==> config.mk <==
export PLATFORM = sky130hd
export DESIGN_NAME = fp_mult_arbiter
export DESIGN_NICKNAME = d
export VERILOG_FILES = /design/src/rtl/fp_mult_arbiter.sv
export SDC_FILE = /design/constraint.sdc
export NUM_CORES = 2
export LEC_CHECK = 0
export CAP_MARGIN = 20
export CORE_MARGIN = 1.5
export CORE_UTILIZATION = 65
export CTS_BUF_LIST = sky130_fd_sc_hd__clkbuf_8
export CTS_CLUSTER_SIZE = 40
export DETAILED_ROUTE_END_ITERATION = 10
export GPL_TIMING_DRIVEN = 0
export PLACE_DENSITY = 0.91
export RECOVER_POWER = 50
export SETUP_SLACK_MARGIN = 0.1
export SLEW_MARGIN = 20
export SYNTH_ARGS = -nofsm -noshare
export SYNTH_HDL_FRONTEND = slang
export SYNTH_HIERARCHICAL = 1
export SYNTH_SLANG_ARGS = --single-unit
==> constraint.sdc <==
create_clock -name clk -period 19.9 [get_ports clk]
set_input_delay 1.99 -clock clk [delete_from_list [all_inputs] [get_ports clk]]
set_output_delay 1.99 -clock clk [all_outputs]
set_load 0.02 [all_outputs]
==> src/rtl/fp_mult_arbiter.sv <==
// fp_mult_arbiter: round-robin sharing of one registered fp_mult among NUM_REQ requesters.
// fp_mult flushes subnormal inputs and outputs to zero; ROUND 0=nearest-even 1=zero 2=+inf 3=-inf.
module fp_mult #(
    parameter int ROUND = 0
) (
    input  logic [31:0] i_a,
    input  logic [31:0] i_b,
    output logic [31:0] o_z,
    output logic [7:0]  o_status
);
    logic               w_s, w_nan, w_inf, w_zero, w_fin, w_hi, w_g, w_st, w_inx, w_up;
    logic               w_huge, w_tiny, w_ovf_inf;
    logic [47:0]        w_p;
    logic [22:0]        w_m;
    logic [23:0]        w_mr;
    logic signed [9:0]  w_e;
    assign w_s = i_a[31] ^ i_b[31];
    assign w_nan = (&i_a[30:23] && |i_a[22:0]) || (&i_b[30:23] && |i_b[22:0]) ||
                   (&i_a[30:23] && ~|i_b[30:23]) || (&i_b[30:23] && ~|i_a[30:23]);
    assign w_inf = &i_a[30:23] || &i_b[30:23];
    assign w_zero = ~|i_a[30:23] || ~|i_b[30:23];
    assign w_fin = !w_nan && !w_inf && !w_zero;
    assign w_p = 48'({1'b1, i_a[22:0]}) * 48'({1'b1, i_b[22:0]});
    assign w_hi = w_p[47];
    assign w_m = w_hi ? w_p[46:24] : w_p[45:23];
    assign w_g = w_hi ? w_p[23] : w_p[22];
    assign w_st = w_hi ? |w_p[22:0] : |w_p[21:0];
    assign w_inx = w_g | w_st;
    assign w_up = ROUND == 0 ? w_g & (w_st | w_m[0]) :
                  ROUND == 2 ? ~w_s & w_inx :
                  ROUND == 3 ? w_s & w_inx : 1'b0;
    // a carry out of the fraction means the mantissa rounded up to 2.0
    assign w_mr = {1'b0, w_m} + 24'(w_up);
    assign w_e = 10'(i_a[30:23]) + 10'(i_b[30:23]) - 10'sd127 + 10'(w_hi) + 10'(w_mr[23]);
    assign w_huge = w_e > 10'sd254;
    assign w_tiny = w_e < 10'sd1;
    assign w_ovf_inf = ROUND == 0 || (ROUND == 2 && !w_s) || (ROUND == 3 && w_s);
    assign o_z = w_nan  ? 32'h7FC0_0000 :
                 w_inf  ? {w_s, 31'h7F80_0000} :
                 w_zero ? {w_s, 31'h0} :
                 w_huge ? {w_s, w_ovf_inf ? 31'h7F80_0000 : 31'h7F7F_FFFF} :
                 w_tiny ? {w_s, 31'h0} : {w_s, w_e[7:0], w_mr[22:0]};
    assign o_status = {2'b00, w_fin && (w_inx || w_huge || w_tiny), w_fin && w_huge,
                       w_fin && w_tiny, w_nan, o_z[30:0] == 31'h7F80_0000, o_z[30:0] == 31'h0};
endmodule

module fp_mult_arbiter #(
    parameter int NUM_REQ = 4,
    parameter int ROUND = 0,
    localparam int IDW = $clog2(NUM_REQ)
) (
    input  logic                   clk,
    input  logic                   rst,
    input  logic [NUM_REQ-1:0]     req_valid,
    output logic [NUM_REQ-1:0]     req_ready,
    input  logic [NUM_REQ*32-1:0]  req_a,
    input  logic [NUM_REQ*32-1:0]  req_b,
    output logic                   resp_valid,
    input  logic                   resp_ready,
    output logic [IDW-1:0]         resp_id,
    output logic [31:0]            resp_z,
    output logic [7:0]             resp_status,
    output logic                   busy
);
    typedef enum logic [1:0] {IDLE, CALC, RESP} state_t;
    state_t          r_state;
    logic [IDW-1:0]  r_ptr, r_op_id, r_resp_id, w_gnt, w_ptr_nxt;
    logic            w_gnt_vld, r_resp_valid;
    logic [31:0]     r_op_a, r_op_b, r_resp_z, w_z;
    logic [7:0]      r_resp_status, w_status;
    logic [31:0]     w_a [NUM_REQ];
    logic [31:0]     w_b [NUM_REQ];
    for (genvar i = 0; i < NUM_REQ; i++) begin : g_unpack
        assign w_a[i] = req_a[32*i +: 32];
        assign w_b[i] = req_b[32*i +: 32];
    end
    // descending scan so the lowest offset from r_ptr wins
    always_comb begin
        w_gnt_vld = 1'b0;
        w_gnt = '0;
        for (int k = NUM_REQ - 1; k >= 0; k--)
            if (req_valid[IDW'((int'(r_ptr) + k) % NUM_REQ)]) begin
                w_gnt_vld = 1'b1;
                w_gnt = IDW'((int'(r_ptr) + k) % NUM_REQ);
            end
    end
    assign w_ptr_nxt = (int'(w_gnt) == NUM_REQ - 1) ? '0 : w_gnt + 1'b1;
    assign req_ready = (r_state == IDLE && w_gnt_vld) ? NUM_REQ'(1) << w_gnt : '0;
    assign busy = r_state != IDLE;
    assign resp_valid = r_resp_valid;
    assign resp_id = r_resp_id;
    assign resp_z = r_resp_z;
    assign resp_status = r_resp_status;
    fp_mult #(.ROUND(ROUND)) u_mult (
        .i_a(r_op_a), .i_b(r_op_b), .o_z(w_z), .o_status(w_status)
    );
    always_ff @(posedge clk) begin
        if (rst) begin
            r_state <= IDLE;
            r_ptr <= '0;
            r_op_a <= '0;
            r_op_b <= '0;
            r_op_id <= '0;
            r_resp_valid <= 1'b0;
            r_resp_id <= '0;
            r_resp_z <= '0;
            r_resp_status <= '0;
        end else begin
            case (r_state)
                IDLE: if (w_gnt_vld) begin
                    r_op_a <= w_a[w_gnt];
                    r_op_b <= w_b[w_gnt];
                    r_op_id <= w_gnt;
                    r_ptr <= w_ptr_nxt;
                    r_state <= CALC;
                end
                CALC: begin
                    r_resp_z <= w_z;
                    r_resp_status <= w_status;
                    r_resp_id <= r_op_id;
                    r_resp_valid <= 1'b1;
                    r_state <= RESP;
                end
                RESP: if (resp_ready) begin
                    r_resp_valid <= 1'b0;
                    r_state <= IDLE;
                end
                default: r_state <= IDLE;
            endcase
        end
    end
endmodule

Word-level counts from Yosys, hierarchy flattened

Cells that the tools add are included.

Bits of input ports: 263
Bits in writable memories: 0
Register bits after elaboration: 111
Latch bits: 0
Output and inout port bits: 48
ROM bits: 0
Word-level logic and storage cells: 116
Memories kept: 0

Reductions and logical operators: 37
Multiply operators: 1
Divide/modulo/power cells: 0
Shift operators: 1
Magnitude comparators: 7
Add/sub/neg operators: 9
Equal/unequal tests: 6
Multiplexer cells: 41
Bitwise logic cells: 5

Operator list:

| kind                  | count |
|---|---|
| $mux 32               | 5 |
| $bmux 32 s2           | 2 |
| $mux 31               | 4 |
| $reduce_or 23->1      | 3 |
| $mul 24x24->48        | 1 |
| $eq 31x31->1 const B  | 1 |
| $logic_not 31->1      | 1 |
| $add 23x1->24         | 1 |
| $mux 23               | 1 |
| $reduce_or 22->1      | 1 |
| $add 10x1->10         | 2 |
| $lt 2x4->1 const B    | 4 |
| $reduce_and 8->1      | 2 |
| $reduce_or 8->1       | 2 |
| $mux 1                | 15 |
| $mux 2                | 7 |
| $gt 10x9->1 const B   | 1 |
| $logic_and 1x1->1     | 10 |
| $lt 10x2->1 const B   | 1 |
| $sub 10x7->10 const B | 1 |
| $add 8x8->9           | 1 |
| $bmux 1 s2            | 4 |
| $logic_or 1x1->1      | 7 |
| $pmux 2 s3            | 1 |
| 17 further kinds      | 29 |

Longest topological paths before layout

Depth in word-level cells: 14
Gate-level depth with buffers: 48

Cells and area by module

The synthesis kept the hierarchy.

Modules (own cells, without submodules):

| module          | area an instance (µm²) | cells an instance | times used | seq. area each (µm²) |
|---|---|---|---|---|
| fp_mult         | 21374.2                | 2564              | 1          | 0.0 |
| fp_mult_arbiter | 5540.3                 | 588               | 1          | 2262.2 |

Worst setup path before layout

OpenSTA, ideal clock, no wires.

Path kind: register to register
Start point: register r_op_a[13]
End point: register r_resp_z[11] (netlist: resp_z[11])
Cell stages (with the launch flop): 47
Path slack: 9.139 ns
Data required time: 19.830 ns
Data arrival time: 10.690 ns
Buffers on the path: 3
Path through: dfxtp_1 > clkbuf_1 > nand2_1 > fa_1 > inv_1 > fa_1 > inv_1 > fa_1 > inv_1 > fa_1 > inv_1 > fa_1 > inv_1 > fa_1 > inv_1 > fa_1 > inv_1 > ha_1 > (+11 left out) > fa_1 > inv_1 > fa_1 > a21o_1 > a21oi_1 > o21ai_1 > a21oi_1 > o21bai_1 > or3_1 > o21ai_0 > a222oi_1 > o21ai_1 > or4_1 > clkbuf_1 > or2_2 > o22ai_1 > nand2_1 > a21oi_1

Word-level cells in the longest chain between the ends: 13
Elaborated cells on any way between the ends: 23
Those cells by class: 3 x add/sub; 1 x mul; 2 x order compare; 8 x mux; 2 x bitwise; 7 x reduce/logical

Ends and longest elaborated chain:

| item                                                        | RTL line | source |
|---|---|---|
| from (decl)                                                 | 69       | `logic [31:0] r_op_a, r_op_b, r_resp_z, w_z;` |
| from (signal assigned)                                      | 111      | `r_op_a <= w_a[w_gnt];` |
| $mul 24x24->48                                              | 23       | `assign w_p = 48'({1'b1, i_a[22:0]}) * 48'({1'b1, i_b[22:0]});` |
| $reduce_or 23->1 / $reduce_or 22->1 (equally long branches) | 27       | `assign w_st = w_hi ? \|w_p[22:0] : \|w_p[21:0];` |
| $mux 1                                                      | 27       |  |
| $or 1x1->1                                                  | 29       | `assign w_up = ROUND == 0 ? w_g & (w_st \| w_m[0]) :` |
| $and 1x1->1                                                 | 29       |  |
| $add 23x1->24                                               | 33       | `assign w_mr = {1'b0, w_m} + 24'(w_up);` |
| $add 10x1->10                                               | 34       | `assign w_e = 10'(i_a[30:23]) + 10'(i_b[30:23]) - 10'sd127 + 10'(w_hi) + 10'(w_mr[23]);` |
| $lt 10x2->1                                                 | 36       | `assign w_tiny = w_e < 10'sd1;` |
| $mux 31                                                     | 42       | `w_tiny ? {w_s, 31'h0} : {w_s, w_e[7:0], w_mr[22:0]};` |
| $mux 31                                                     | 41       | `w_huge ? {w_s, w_ovf_inf ? 31'h7F80_0000 : 31'h7F7F_FFFF} :` |
| $mux 31                                                     | 40       | `w_zero ? {w_s, 31'h0} :` |
| $mux 31                                                     | 39       | `w_inf ? {w_s, 31'h7F80_0000} :` |
| $mux 32 *                                                   | 38       | `assign o_z = w_nan ? 32'h7FC0_0000 :` |
| net w_z[11]                                                 | 69       |  |
| to (signal assigned)                                        | 118      | `r_resp_z <= w_z;` |
| to (decl)                                                   | 69       |  |

The timed path passes the listed nets; every way through them passes the cells marked *.
A chain may end at the register's enable or synchronous reset.

Worst setup path in the final report

Start point: register r_op_a[7]
End point: register r_resp_z[13] (netlist: resp_z[13])

The elaborated chain is that of the path after synthesis.

==> metrics <==
status=completed; Syn Inst Count=approximately 3200; Async S/R FF share, synth=0%; Post-layout nets=roughly 4400; GP Congestion=1.039; Clock Skew=0.02360 ns; Post-synth top flop=dfxtp_1; GRT Util Overall=approximately 48%; Slew HR=27.78%; final-report hold violation count=0; 1st-iter DRT viols=2864; Total Wirelength=99650 um; largest net degree at the start of global routing=17; H-tree depth=4; Cell variety after synth=93; CP max stage cell=a21boi_0; HPWL after detailed placement=81840 um; mean post-synth cell area=roughly 8.5 um^2; post-synthesis cell area=26910 um^2; Post-synth EDFFs=0; static leakage=14.41 nW; die area=about 43000 um^2; period utilization=68.92%; row count=74; HP Class=reg -> reg; final setup margin=just over 6 ns; Yosys warnings=6; synth-to-layout area growth=14.90%; Die W=206.5 um; pwr dens=~140 nW/um^2; fin area=30920 um^2; Seq/Total Area, Yosys=8.405%; Worst path most repeated cell=fa_1; final-report max-slew violation count=0; drt drc=0; Final Critical Period=13.71 ns; CP required=20.29 ns; Avg WL per Cell=24.74 um; setup TNS=0 ns; Post-CTS Setup Bufs=0; DR vias/cell=roughly 6.2; TritonCTS clock tree=done; Max Clk Rate=72.92 MHz; CP peak stage delay=0.71 ns; FILL cells=2828; Root Buffer Master=clkbuf_8; maxcap violations=0; clk_lat worst skew=0.47 ns; WL met3=approximately 14000 um; core area=40830 um^2; #FFs+latches synth=113; crit path DAT=roughly 14 ns; final setup fails=0; first-pass GRT wire length=between 150000 and 200000 um; overall power=4.349 mW; Antenna Nets Post-Route=0; gr ovfl total=0; Clk pin slew, worst setup/hold paths=0.08 ns; initial antenna violation count=4; 1st-pass router iterations=8; cts bufs inserted=17; Max Used Layer=met5; worst slew pin tran=1.083 ns; crit path max fanout=10; I/O pin count=311; CP Capture Type=flip-flop; port buffer count=309; vias in the first global route=26210; Via Count=25130; share of layout cells above drive strength 1=about 3.2%; CTS max path bufs=2; startpoint class of the critical path=flip-flop; CTS resizes=0; pre-CTS WS=just under 7 ns; placed cell area=30680 um^2; DRT met1 WL=35450 um; Initial Util=about two thirds; Die Y=206.5 um; minimum hold slack=0.4594 ns; VDD IR-drop max=350.1 uV; unrepaired setup endpoints after global routing=false; WS Path Type=reg -> reg; Clock Sinks=113; DR WL met2=43590 um; Hold Buf Count CTS=0
==> final timing paths <==
| path | start | endpoint | slack, ns | cells past startpoint |
|---|---|---|---|---|
| hold / removal | resp_z[11] | resp_z[11] | 0.46 | 2 |
| setup reg to reg | r_op_a[7] | resp_z[13] | 6.19 | 47 |
| setup / recovery | r_op_a[7] | resp_z[13] | 6.19 | 47 |
| hold reg to reg | resp_z[11] | resp_z[11] | 0.46 | 2 |
==> per-layer routing <==
metal / vias to the layer above / global-route usage [%]
met5: - / 0
met4: 8 / 24.92
met3: 485 / 18.53
met2: 1815 / 71.88
met1: 12280 / 59.81
li1: 10540 / -
==> cell usage after synthesis (all sizes together) (21+ instances only) <==
cell type  instances  share of area, %
a21oi            116               2.2
and2             257               6.0
buf               47               1.4
clkbuf           130               1.9
dfxtp            113               8.4
fa               484                36
ha               189               8.8
inv              620               8.6
mux2i            134               5.0
nand2            470               6.6
nand3             29              0.56
nand4             29              0.67
nor2              95               1.4
nor3              21              0.43
o21ai             57               1.1
o221ai            65               2.1
xnor2             36               1.2
xor2              28              0.91
==> flip-flops by register name, indices dropped and copies added (netlist names), 2 cells and up <==
register and flops:
resp_id 2, r_state 2, resp_status 8, r_op_id 2, r_op_b 32, r_op_a 32, resp_z 32, r_ptr 2
==> cells by family (layout without fill, tap and decap cells) <==
family | Yosys count | after routing | share of synthesized area [%]
AND/OR/NAND/NOR | 995 | 995 | 18.00
adder cells (fa/ha/maj) | 673 | 673 | 44.79
multiplexers | 135 | 135 | 5.025
AO/OA/AOI/OAI | 369 | 369 | 9.605
XOR/XNOR | 64 | 64 | 2.111
buffers and inverters | 802 | 1143 | 12.05
flip-flops | 113 | 113 | 8.405
other | 1 | 4 | 0.01393
==> where the power goes <==
group / total (mW) / switching (mW) / internal (mW)
registers: 0.351 / 0.0893 / 0.262
logic: 3.78 / 2.45 / 1.33
clock network: 0.219 / 0.116 / 0.103
total: 4.35 / 2.66 / 1.69
==> cells in the final DEF (no fill, tap or decap), drive strengths merged, types with 36 or more instances in the layout <==
master	count
and2	257
clkdlybuf4s50	263
dlygate4sd3	46
o221ai	65
dfxtp	113
xnor2	36
fa	484
buf	39
clkbuf	156
mux2i	134
nand2	470
a21oi	116
inv	624
ha	189
nor2	95
o21ai	57
==> metrics by stage <==
step | utilization (%) | instances
after floorplan | - | 3153
after global placement | 75.13 | 3994
after detailed placement | 75.13 | 3994
after CTS | 76.06 | 4026
after global routing | 75.72 | 4026
final | 75.74 | 4028
==> worst max-delay path, delay by kind of cell, from the launching register on <==
kind | cells | cell delay, ns
fa+ha+maj | 10 | 4.24
compound gates | 16 | 3.72
buf+inv | 12 | 2.46
simple gates | 8 | 2.39
flops | 1 | 0.64
xor+xnor | 1 | 0.21
==> final cells by class <==
class	instances	area, um^2	share of cell area (%)
diodes	2	5.005	0.01618
plain buffers	179	784.5	2.537
clock buffers	18	247.7	0.8011
clock inverters	14	131.4	0.4248
inverters	623	2338	7.562
multi-input cells	2238	21400	69.19
flip-flops and latches	113	2262	7.315
well taps	532	665.6	2.152
repair buffers	309	3093	10.00
Note: power is estimated with default switching activity, not from simulation.
